**src/rtl/regfile_scoreboard_if.sv**
```systemverilog
// rtl/regfile_scoreboard_if.sv - read/write-back/issue bundle between an issue stage and the register scoreboard
interface regfile_scoreboard_if #(
    parameter int WIDTH = 32
);
  logic [4:0]       Rna;
  logic [4:0]       Rnb;
  logic [WIDTH-1:0] Qa;
  logic [WIDTH-1:0] Qb;
  logic             Use_a;
  logic             Use_b;
  logic             We;
  logic [4:0]       Wn;
  logic [WIDTH-1:0] D;
  logic             Issue;
  logic [4:0]       Issue_rd;
  logic             Busy_a;
  logic             Busy_b;
  logic             Stall;
  logic [5:0]       Pending_cnt;
  logic             Idle;

  modport master (
    output Rna, Rnb, Use_a, Use_b, We, Wn, D, Issue, Issue_rd,
    input  Qa, Qb, Busy_a, Busy_b, Stall, Pending_cnt, Idle
  );

  modport slave (
    input  Rna, Rnb, Use_a, Use_b, We, Wn, D, Issue, Issue_rd,
    output Qa, Qb, Busy_a, Busy_b, Stall, Pending_cnt, Idle
  );
endinterface

```
**src/rtl/regfile_scoreboard.sv**
```systemverilog
// rtl/regfile_scoreboard.sv - two-read/one-write register file with write bypass and per-register pending scoreboard
module regfile_scoreboard #(
    parameter int WIDTH = 32,
    parameter int NREG  = 32
) (
    input  logic                  Clk,
    input  logic                  Clr,
    regfile_scoreboard_if.slave   bus
);

  logic [WIDTH-1:0] r_regs [NREG];
  logic [NREG-1:0]  r_pending;
  logic [5:0]       r_pending_cnt;

  logic w_wr_en;
  logic w_byp_a;
  logic w_byp_b;
  logic w_busy_a;
  logic w_busy_b;
  logic w_rd_pend;
  logic w_stall;
  logic w_set;
  logic w_inc;
  logic w_dec;

  assign w_wr_en = bus.We && (bus.Wn != 5'd0);
  assign w_byp_a = w_wr_en && (bus.Wn == bus.Rna);
  assign w_byp_b = w_wr_en && (bus.Wn == bus.Rnb);

  always_comb begin
    bus.Qa = '0;
    if (w_byp_a)
      bus.Qa = bus.D;
    else if (bus.Rna != 5'd0)
      bus.Qa = r_regs[bus.Rna];
  end

  always_comb begin
    bus.Qb = '0;
    if (w_byp_b)
      bus.Qb = bus.D;
    else if (bus.Rnb != 5'd0)
      bus.Qb = r_regs[bus.Rnb];
  end

  // A write-back landing this cycle resolves the hazard it would otherwise report.
  assign w_busy_a  = (bus.Rna != 5'd0) && r_pending[bus.Rna]
                     && !(bus.We && (bus.Wn == bus.Rna));
  assign w_busy_b  = (bus.Rnb != 5'd0) && r_pending[bus.Rnb]
                     && !(bus.We && (bus.Wn == bus.Rnb));
  assign w_rd_pend = r_pending[bus.Issue_rd]
                     && !(bus.We && (bus.Wn == bus.Issue_rd));

  assign w_stall = bus.Issue && ((w_busy_a && bus.Use_a) ||
                                 (w_busy_b && bus.Use_b) ||
                                 w_rd_pend);
  assign w_set   = bus.Issue && !w_stall && (bus.Issue_rd != 5'd0);

  // Net counter change; a same-index set and clear leaves the bit at 1 and the count unchanged.
  assign w_inc = w_set && !r_pending[bus.Issue_rd];
  assign w_dec = w_wr_en && r_pending[bus.Wn]
                 && !(w_set && (bus.Issue_rd == bus.Wn));

  always_ff @(posedge Clk) begin
    if (Clr) begin
      for (int i = 0; i < NREG; i++)
        r_regs[i] <= '0;
      r_pending     <= '0;
      r_pending_cnt <= 6'd0;
    end else begin
      if (w_wr_en)
        r_regs[bus.Wn] <= bus.D;
      if (w_wr_en)
        r_pending[bus.Wn] <= 1'b0;
      if (w_set)
        r_pending[bus.Issue_rd] <= 1'b1;
      r_pending_cnt <= r_pending_cnt + {5'd0, w_inc} - {5'd0, w_dec};
    end
  end

  assign bus.Busy_a      = w_busy_a;
  assign bus.Busy_b      = w_busy_b;
  assign bus.Stall       = w_stall;
  assign bus.Pending_cnt = r_pending_cnt;
  assign bus.Idle        = (r_pending_cnt == 6'd0);

endmodule

```
**src/flat_wrapper.sv**
```systemverilog
// flat-port wrapper written by rule: the top's interface ports become plain ports
module regfile_scoreboard_flat 
#(
    parameter int WIDTH = 32,
    parameter int NREG  = 32
)
  (Clk, Clr, bus_Rna, bus_Rnb, bus_Use_a, bus_Use_b, bus_We, bus_Wn, bus_D, bus_Issue, bus_Issue_rd, bus_Qa, bus_Qb, bus_Busy_a, bus_Busy_b, bus_Stall, bus_Pending_cnt, bus_Idle);
  regfile_scoreboard_if #(.WIDTH(WIDTH)) bus_i ();
  input  logic Clk;
  input  logic Clr;
  input wire logic [$bits(bus_i.Rna)-1:0] bus_Rna;
  input wire logic [$bits(bus_i.Rnb)-1:0] bus_Rnb;
  input wire logic [$bits(bus_i.Use_a)-1:0] bus_Use_a;
  input wire logic [$bits(bus_i.Use_b)-1:0] bus_Use_b;
  input wire logic [$bits(bus_i.We)-1:0] bus_We;
  input wire logic [$bits(bus_i.Wn)-1:0] bus_Wn;
  input wire logic [$bits(bus_i.D)-1:0] bus_D;
  input wire logic [$bits(bus_i.Issue)-1:0] bus_Issue;
  input wire logic [$bits(bus_i.Issue_rd)-1:0] bus_Issue_rd;
  output wire logic [$bits(bus_i.Qa)-1:0] bus_Qa;
  output wire logic [$bits(bus_i.Qb)-1:0] bus_Qb;
  output wire logic [$bits(bus_i.Busy_a)-1:0] bus_Busy_a;
  output wire logic [$bits(bus_i.Busy_b)-1:0] bus_Busy_b;
  output wire logic [$bits(bus_i.Stall)-1:0] bus_Stall;
  output wire logic [$bits(bus_i.Pending_cnt)-1:0] bus_Pending_cnt;
  output wire logic [$bits(bus_i.Idle)-1:0] bus_Idle;
  assign bus_i.Rna = bus_Rna;
  assign bus_i.Rnb = bus_Rnb;
  assign bus_i.Use_a = bus_Use_a;
  assign bus_i.Use_b = bus_Use_b;
  assign bus_i.We = bus_We;
  assign bus_i.Wn = bus_Wn;
  assign bus_i.D = bus_D;
  assign bus_i.Issue = bus_Issue;
  assign bus_i.Issue_rd = bus_Issue_rd;
  assign bus_Qa = bus_i.Qa;
  assign bus_Qb = bus_i.Qb;
  assign bus_Busy_a = bus_i.Busy_a;
  assign bus_Busy_b = bus_i.Busy_b;
  assign bus_Stall = bus_i.Stall;
  assign bus_Pending_cnt = bus_i.Pending_cnt;
  assign bus_Idle = bus_i.Idle;
  regfile_scoreboard #(.WIDTH(WIDTH), .NREG(NREG)) u_core (.Clk(Clk), .Clr(Clr), .bus(bus_i));
endmodule
```
**config.mk**
```make
export PLATFORM = sky130hd
export DESIGN_NAME = regfile_scoreboard_flat
export DESIGN_NICKNAME = d
export VERILOG_FILES = /design/src/rtl/regfile_scoreboard_if.sv /design/src/rtl/regfile_scoreboard.sv /design/src/flat_wrapper.sv
export SDC_FILE = /design/constraint.sdc
export NUM_CORES = 2
export LEC_CHECK = 0
export BUFFER_PORTS_ARGS = -buffer_cell sky130_fd_sc_hd__buf_2
export CORE_AREA = 5 5 331 333
export DETAILED_ROUTE_END_ITERATION = 7
export DIE_AREA = 0 0 336 338
export PLACE_DENSITY = 0.77
export SYNTH_ARGS = -nofsm -noshare
export SYNTH_HDL_FRONTEND = slang
export SYNTH_SLANG_ARGS = --single-unit
```
**constraint.sdc**
```tcl
create_clock -name Clk -period 5.6 [get_ports Clk]
set_clock_uncertainty 0.15 [all_clocks]
set_input_delay 0 -clock Clk [delete_from_list [all_inputs] [get_ports Clk]]
set_output_delay 0 -clock Clk [all_outputs]
set_load 0.1 [all_outputs]
```
After elaboration in Yosys (flattened, before gate mapping)

Memories as Yosys holds them, arrays and structs flattened.
Cells that the tools add are included.

Memories kept: 1
Latch bits: 0
ROM bits: 0
Output and inout bits: 74
Bits in registers: 38
RAM bits: 1024

Memories:

| memory        | words | width | read ports | clocked after Yosys merged registers in | write ports | line                     | RTL |
|---|---|---|---|---|---|---|---|
| u_core.r_regs | 32    | 32    | 2          | 0                                       | 32          | regfile_scoreboard.sv:11 | `logic [WIDTH-1:0] r_regs [NREG];` |

Bitwise logic cells: 3
Magnitude comparators: 6
Add/subtract/negate cells: 2
Shifts and indexed selects: 0
Reduce and logical (&&, ||, !) cells: 36
Multiplexer cells: 27
Divide/modulo/power cells: 0
Multipliers: 0
Eq/ne operators: 4

Operators with widths:

| operator           | number |
|---|---|
| $mux 32            | 8 |
| $and 32x32->32     | 1 |
| $not 32->32        | 1 |
| $or 32x32->32      | 1 |
| $reduce_or 32->1   | 1 |
| $lt 5x6->1 const B | 4 |
| $logic_and 1x1->1  | 22 |
| $bmux 1 s5         | 4 |
| $eq 5x5->1         | 4 |
| $reduce_bool 5->1  | 4 |
| $mux 1             | 12 |
| $demux 1 s5        | 2 |
| $ge 5x1->1 const B | 2 |
| $add 6x1->6        | 1 |
| $logic_not 1->1    | 6 |
| $logic_not 6->1    | 1 |
| $sub 6x1->6        | 1 |
| $mux 5             | 1 |
| $logic_or 1x1->1   | 2 |

Depth between registers and ports, before layout

Word-level depth: 15
Mapped depth: 17

Worst setup path before layout

No wires, ideal clock.

Path type: reg-to-reg
From: register u_core.r_pending[25]
To: register u_core.r_pending_cnt[4], in the netlist u_core.bus.Pending_cnt[4]
Required time: 5.322 ns
Setup time: 0.128 ns
Setup slack: 0.647 ns
Clock period less this slack: 4.953 ns
Stages on the path, launching flop included: 16
Arrival time: 4.676 ns
Path through: dfxtp_1 > mux4_2 > mux2_2 > a21boi_1 > a2111oi_2 > a22o_2 > o2111a_1 > ha_1 > inv_1 > ha_1 > fa_1 > a21oi_1 > nor2_1 > nor2_1 > xor2_1 > nor2_1

Cells in the longest elaborated chain, start to end: 15
Elaborated cells between the ends (all ways): 29

RTL lines:

| element                                                             | line                     | RTL |
|---|---|---|
| start, declared                                                     | regfile_scoreboard.sv:12 | `logic [NREG-1:0] r_pending;` |
| start signal, assigned                                              | regfile_scoreboard.sv:68 | `r_pending <= '0;` |
| start signal, assigned by index                                     | regfile_scoreboard.sv:74 | `r_pending[bus.Wn] <= 1'b0;` |
| start signal, assigned by index                                     | regfile_scoreboard.sv:76 | `r_pending[bus.Issue_rd] <= 1'b1;` |
| $bmux 1 s5 (*)                                                      | regfile_scoreboard.sv:47 | `assign w_busy_a = (bus.Rna != 5'd0) && r_pending[bus.Rna]` |
| $mux 1 (implied by the code) (*)                                    | regfile_scoreboard.sv:47 |  |
| $logic_and 1x1->1 (*)                                               | regfile_scoreboard.sv:47 |  |
| $logic_and 1x1->1 (*)                                               | regfile_scoreboard.sv:48 | `&& !(bus.We && (bus.Wn == bus.Rna));` |
| via bus_Busy_a                                                      | flat_wrapper.sv:22       | `output wire logic [$bits(bus_i.Busy_a)-1:0] bus_Busy_a;` |
| $logic_and 1x1->1 (*)                                               | regfile_scoreboard.sv:54 | `assign w_stall = bus.Issue && ((w_busy_a && bus.Use_a) \|\|` |
| $logic_or 1x1->1 (*)                                                | regfile_scoreboard.sv:54 |  |
| $logic_or 1x1->1 (*)                                                | regfile_scoreboard.sv:55 | `(w_busy_b && bus.Use_b) \|\|` |
| $logic_and 1x1->1 (*)                                               | regfile_scoreboard.sv:54 |  |
| $logic_not 1->1 (*)                                                 | regfile_scoreboard.sv:57 | `assign w_set = bus.Issue && !w_stall && (bus.Issue_rd != 5'd0);` |
| $logic_and 1x1->1 (*) (2 in a row)                                  | regfile_scoreboard.sv:57 |  |
| parallel branches: the longest is 3 deep, another holds $add 6x1->6 | -                        |  |
| $sub 6x1->6 (*)                                                     | regfile_scoreboard.sv:77 | `r_pending_cnt <= r_pending_cnt + {5'd0, w_inc} - {5'd0, w_dec};` |
| end signal, assigned                                                | regfile_scoreboard.sv:77 |  |
| end, declared                                                       | regfile_scoreboard.sv:13 | `logic [5:0] r_pending_cnt;` |

Mark *: on every way through the listed nets, which the timed path passes. The select of a mux whose other input is x is not followed.
A chain may end at the register's enable or synchronous reset.

Final worst setup path

From: input port bus_Rna[0]
To: output port bus_Qa[12]

Cells in the longest elaborated chain, start to end: 3
Elaborated cells between the ends (all ways): 6

RTL lines:

| element                                      | line                                               | RTL |
|---|---|---|
| start, declared                              | flat_wrapper.sv:11                                 | `input wire logic [$bits(bus_i.Rna)-1:0] bus_Rna;` |
| $mem_v2 32x32 (tied with other cells)        | -                                                  |  |
| $mux 32 or $logic_and 1x1->1 (tied branches) | regfile_scoreboard.sv:34, regfile_scoreboard.sv:27 |  |
| $mux 32 (*)                                  | regfile_scoreboard.sv:32                           | `if (w_byp_a)` |
| end, declared                                | flat_wrapper.sv:20                                 | `output wire logic [$bits(bus_i.Qa)-1:0] bus_Qa;` |

Every way passes the cells marked *; elsewhere a longest branch is shown, timed or not.

==> out/qor.csv <==
metric;value;unit
Filler Cells Inserted;7759;
multiplexer share of the synthesized area;26.1;%
delay-heaviest family, CP;buffers and inverters;
FF-to-FF Start;u_core.r_pending[27]$_SDFF_PP0_;
share of Yosys cell area claimed by the top area cell type;53.0;%
M3 GR Usage;11.4;%
number of max-capacitance violations reported;0;
count of TritonRoute iterations in the first routing pass;7;
hold_sp;bus_Use_b;
total vias in the final route;37800;
syn avg cell area;15.3;um^2
Post-CTS Setup Repair Bufs;0;
max-slew violations;0;
post-synthesis compound-gate area fraction;2.69;%
total global-route track usage;34.0;%
Setup crit start;bus_Rna[0];
register area share after synthesis;54.3;%
slew at the pin closest to its max-slew limit;1.31;ns
effective utilization at floorplan;54.6;%
Post-Synth Simple-Gate Area;13.1;%
Hold WS;0.0137;ns
DR iter-0 viols;6111;
Worst Hold Path Cells;6;
Routed WL;194000;um
post-detailed-route via-to-cell ratio;7.13;
dpl hpwl;111000;um
share of layout cells above drive strength 1;28.9;%
insertion delay to the later sink of the worst-skew pair;0.72;ns
post-layout net count;3882;
final weighted congestion in routability-driven placement;0.904;
minimum clock period;4.16;ns
global routing met1 resource utilization;42.8;%
Overflow after GRT;0;
Netlist cell types;52;
Crit Reg-Reg Endpoint;u_core.bus.Pending_cnt[4]$_SDFF_PP0_;
dominant cells by area after synthesis;edfxtp_1 53%, mux4_2 24%, and2_1 11%, clkbuf_1 1.8%, dfxtp_1 1.3%;
combined area of the multi-input logic cells;25000;um^2
Worst path max stage delay;1.05;ns
TritonCTS clock tree;done;
CTS max path bufs;3;
number of instances in the synthesized netlist;3801;
cell leakage power;21.7;nW
Die X-Extent;336;um
Clock transition at path regs;0.06;ns
Max H-tree Level;3;
hold violation count in the final report;0;
critical path peak fanout;36;
proportion of synthesized flip-flops having asynchronous set or reset;0;%
Max Clk Rate;240;MHz
dominant register cell in the synthesized netlist;edfxtp_1;
Final Power;20.1;mW
layer carrying the most global-route usage;met2;
Worst VDD drop;0.446;mV
number of antenna violations at the first check in global routing;11;
total CTS buffers;109;
final worst path period share;74.3;%
layout-stage area growth over the synthesis result;10.1;%
required time at the worst-slack endpoint;5.45;ns
number of top-level pins;132;
final setup violation count;0;
std cell rows;120;
number of antenna-violating nets in the routed design;0;
wire length of the first global-routing pass;273000;um
run status;completed;
RSZ-0062 raised after global routing;no;
Global Route met2 Usage;52.0;%
capture endpoint of the worst hold path;u_core.r_pending[21]$_SDFF_PP0_;
Yosys Warn Count;0;
crit path DAT;4.01;ns
area taken by flip-flops and latches;31500;um^2
number of clock sinks seen by CTS;1062;
Hold/Removal Path Class;in -> reg;
final core utilization;60.1;%
Post-synth EDFFs;1024;
Setup CP Type;in -> out;
P per Cell Area;314;nW/um^2
Total Neg Setup Slack;0;ns
per-cell routed wire length;36.5;um
number of buffers and inverters on the critical path;4;
post-route DRC violation count;0;
clock root cell;clkbuf_16;
post-synthesis share of cell area spent on full adders, half adders and majority gates;0.207;%
nature of the critical path startpoint;input port;
height of the die;338;um
number of global-route vias before repair;38300;
post-synthesis register bit count;1062;
R2R setup slack;1.60;ns
number of buffer cells added on primary ports;131;
kind of end point of the critical path;output port;
count of instances resized after the clock tree is built;0;
Worst Reg2Reg Path Length in Cells;16;
Max stage delay cell, worst path;o31ai_1;
combinational family with the most area after synthesis;multiplexers;
count of hold buffers inserted by post-cts repair;55;
largest net degree at the start of global routing;92;
summed instance area of the synthesized netlist;58100;um^2
Yosys top cell by area;edfxtp_1;
synthesized-area fraction occupied by xor and xnor cells;0.287;%
area of the die;114000;um^2
cells along the critical path;buf_8 -> buf_4 -> buf_4 -> mux4_2 -> mux4_2 -> nor2b_1 -> o31ai_1 -> buf_2;
headroom to the max-slew limit;12.2;%
core outline area;106000;um^2
-- registers in the layout, indices dropped and copies added, names as in the netlist --
name	count
u_core.r_pending	32
u_core.bus.Pending_cnt	6
u_core.r_regs	1024
-- worst min-delay path, delay by kind of cell --
family	cells	cell delay (ns)
buf+inv	3	0.45
compound gates	2	0.27
simple gates	1	0.11
-- cells in the mapped netlist, drive strengths merged (17+ instances only) --
cell / number
edfxtp: 1024
and2: 996
mux4: 609
clkbuf: 281
buf: 125
nand2: 93
mux2i: 69
mux2: 65
nor2b: 58
nor2: 51
o21ai: 50
o22ai: 48
a21oi: 42
inv: 42
dfxtp: 38
nand3: 33
o31ai: 32
a211oi: 26
a22oi: 20
a21o: 17
-- worst max-delay path by stage --
stage | end | cells after the start
6_report | bus_Qa[12] | 8
5_1_grt | bus_Qa[12] | 8
4_1_cts | bus_Qa[12] | 8
3_5_place_dp | u_core.bus.Pending_cnt[5]$_SDFF_PP0_ | 17
3_3_place_gp | u_core.bus.Pending_cnt[4]$_SDFF_PP0_ | 17
2_1_floorplan | u_core.bus.Pending_cnt[4]$_SDFF_PP0_ | 15
-- power breakdown --
group / internal (mW) / switching [mW]
logic: 1.14 / 2.23
clock network: 4.12 / 3.18
registers: 9.16 / 0.240
-- final cells by class --
| type | count | area share, % |
|---|---|---|
| antenna | 2 | 0.00783 |
| timing repair buffer | 278 | 3.13 |
| inverter | 42 | 0.247 |
| clock buffer | 123 | 4.35 |
| clock inverter | 74 | 1.14 |
| multi-input combinational | 2322 | 39.1 |
| sequential | 1062 | 49.3 |
| tap | 1403 | 2.75 |
-- cell usage in the layout (no fill, tap or decap), drive strengths merged, types with 32 or more instances in the layout --
| cell | n |
|---|---|
| clkbuf | 125 |
| nand3 | 33 |
| nor2b | 58 |
| o31ai | 32 |
| clkinv | 52 |
| buf | 221 |
| nor2 | 51 |
| inv | 47 |
| mux2i | 69 |
| mux2 | 65 |
| and2 | 996 |
| o22ai | 48 |
| edfxtp | 1024 |
| dfxtp | 38 |
| mux4 | 609 |
| dlygate4sd3 | 55 |
| o21ai | 50 |
| nand2 | 93 |
| conb | 32 |
| a21oi | 42 |
-- metrics by stage --
stage                     std cells  worst slack [ns]  instance area (um^2)
final                          5306              1.44                 63900
after CTS                      5304              1.56                 63900
after floorplan                3832             0.647                 58200
after global placement         5052              1.40                 59900
after global routing           5304              1.19                 63900
after detailed placement       5052              1.40                 59900
-- cells by family (layout without fill, tap and decap cells) --
logic type,after synthesis,after routing
simple gates,1275,1275
flops,1062,1062
mux,743,743
buf+inv,448,517
compound gates,244,244
xor+xnor,19,19
fa+ha+maj,9,9
other cells,1,34
-- routing by layer --
layer,up-vias,wire [um]
met5,-,62
met4,8,14300
met3,818,29200
met2,3402,87100
met1,19000,63000
li1,14600,-
No activity file was read; power rests on OpenSTA's default activity.
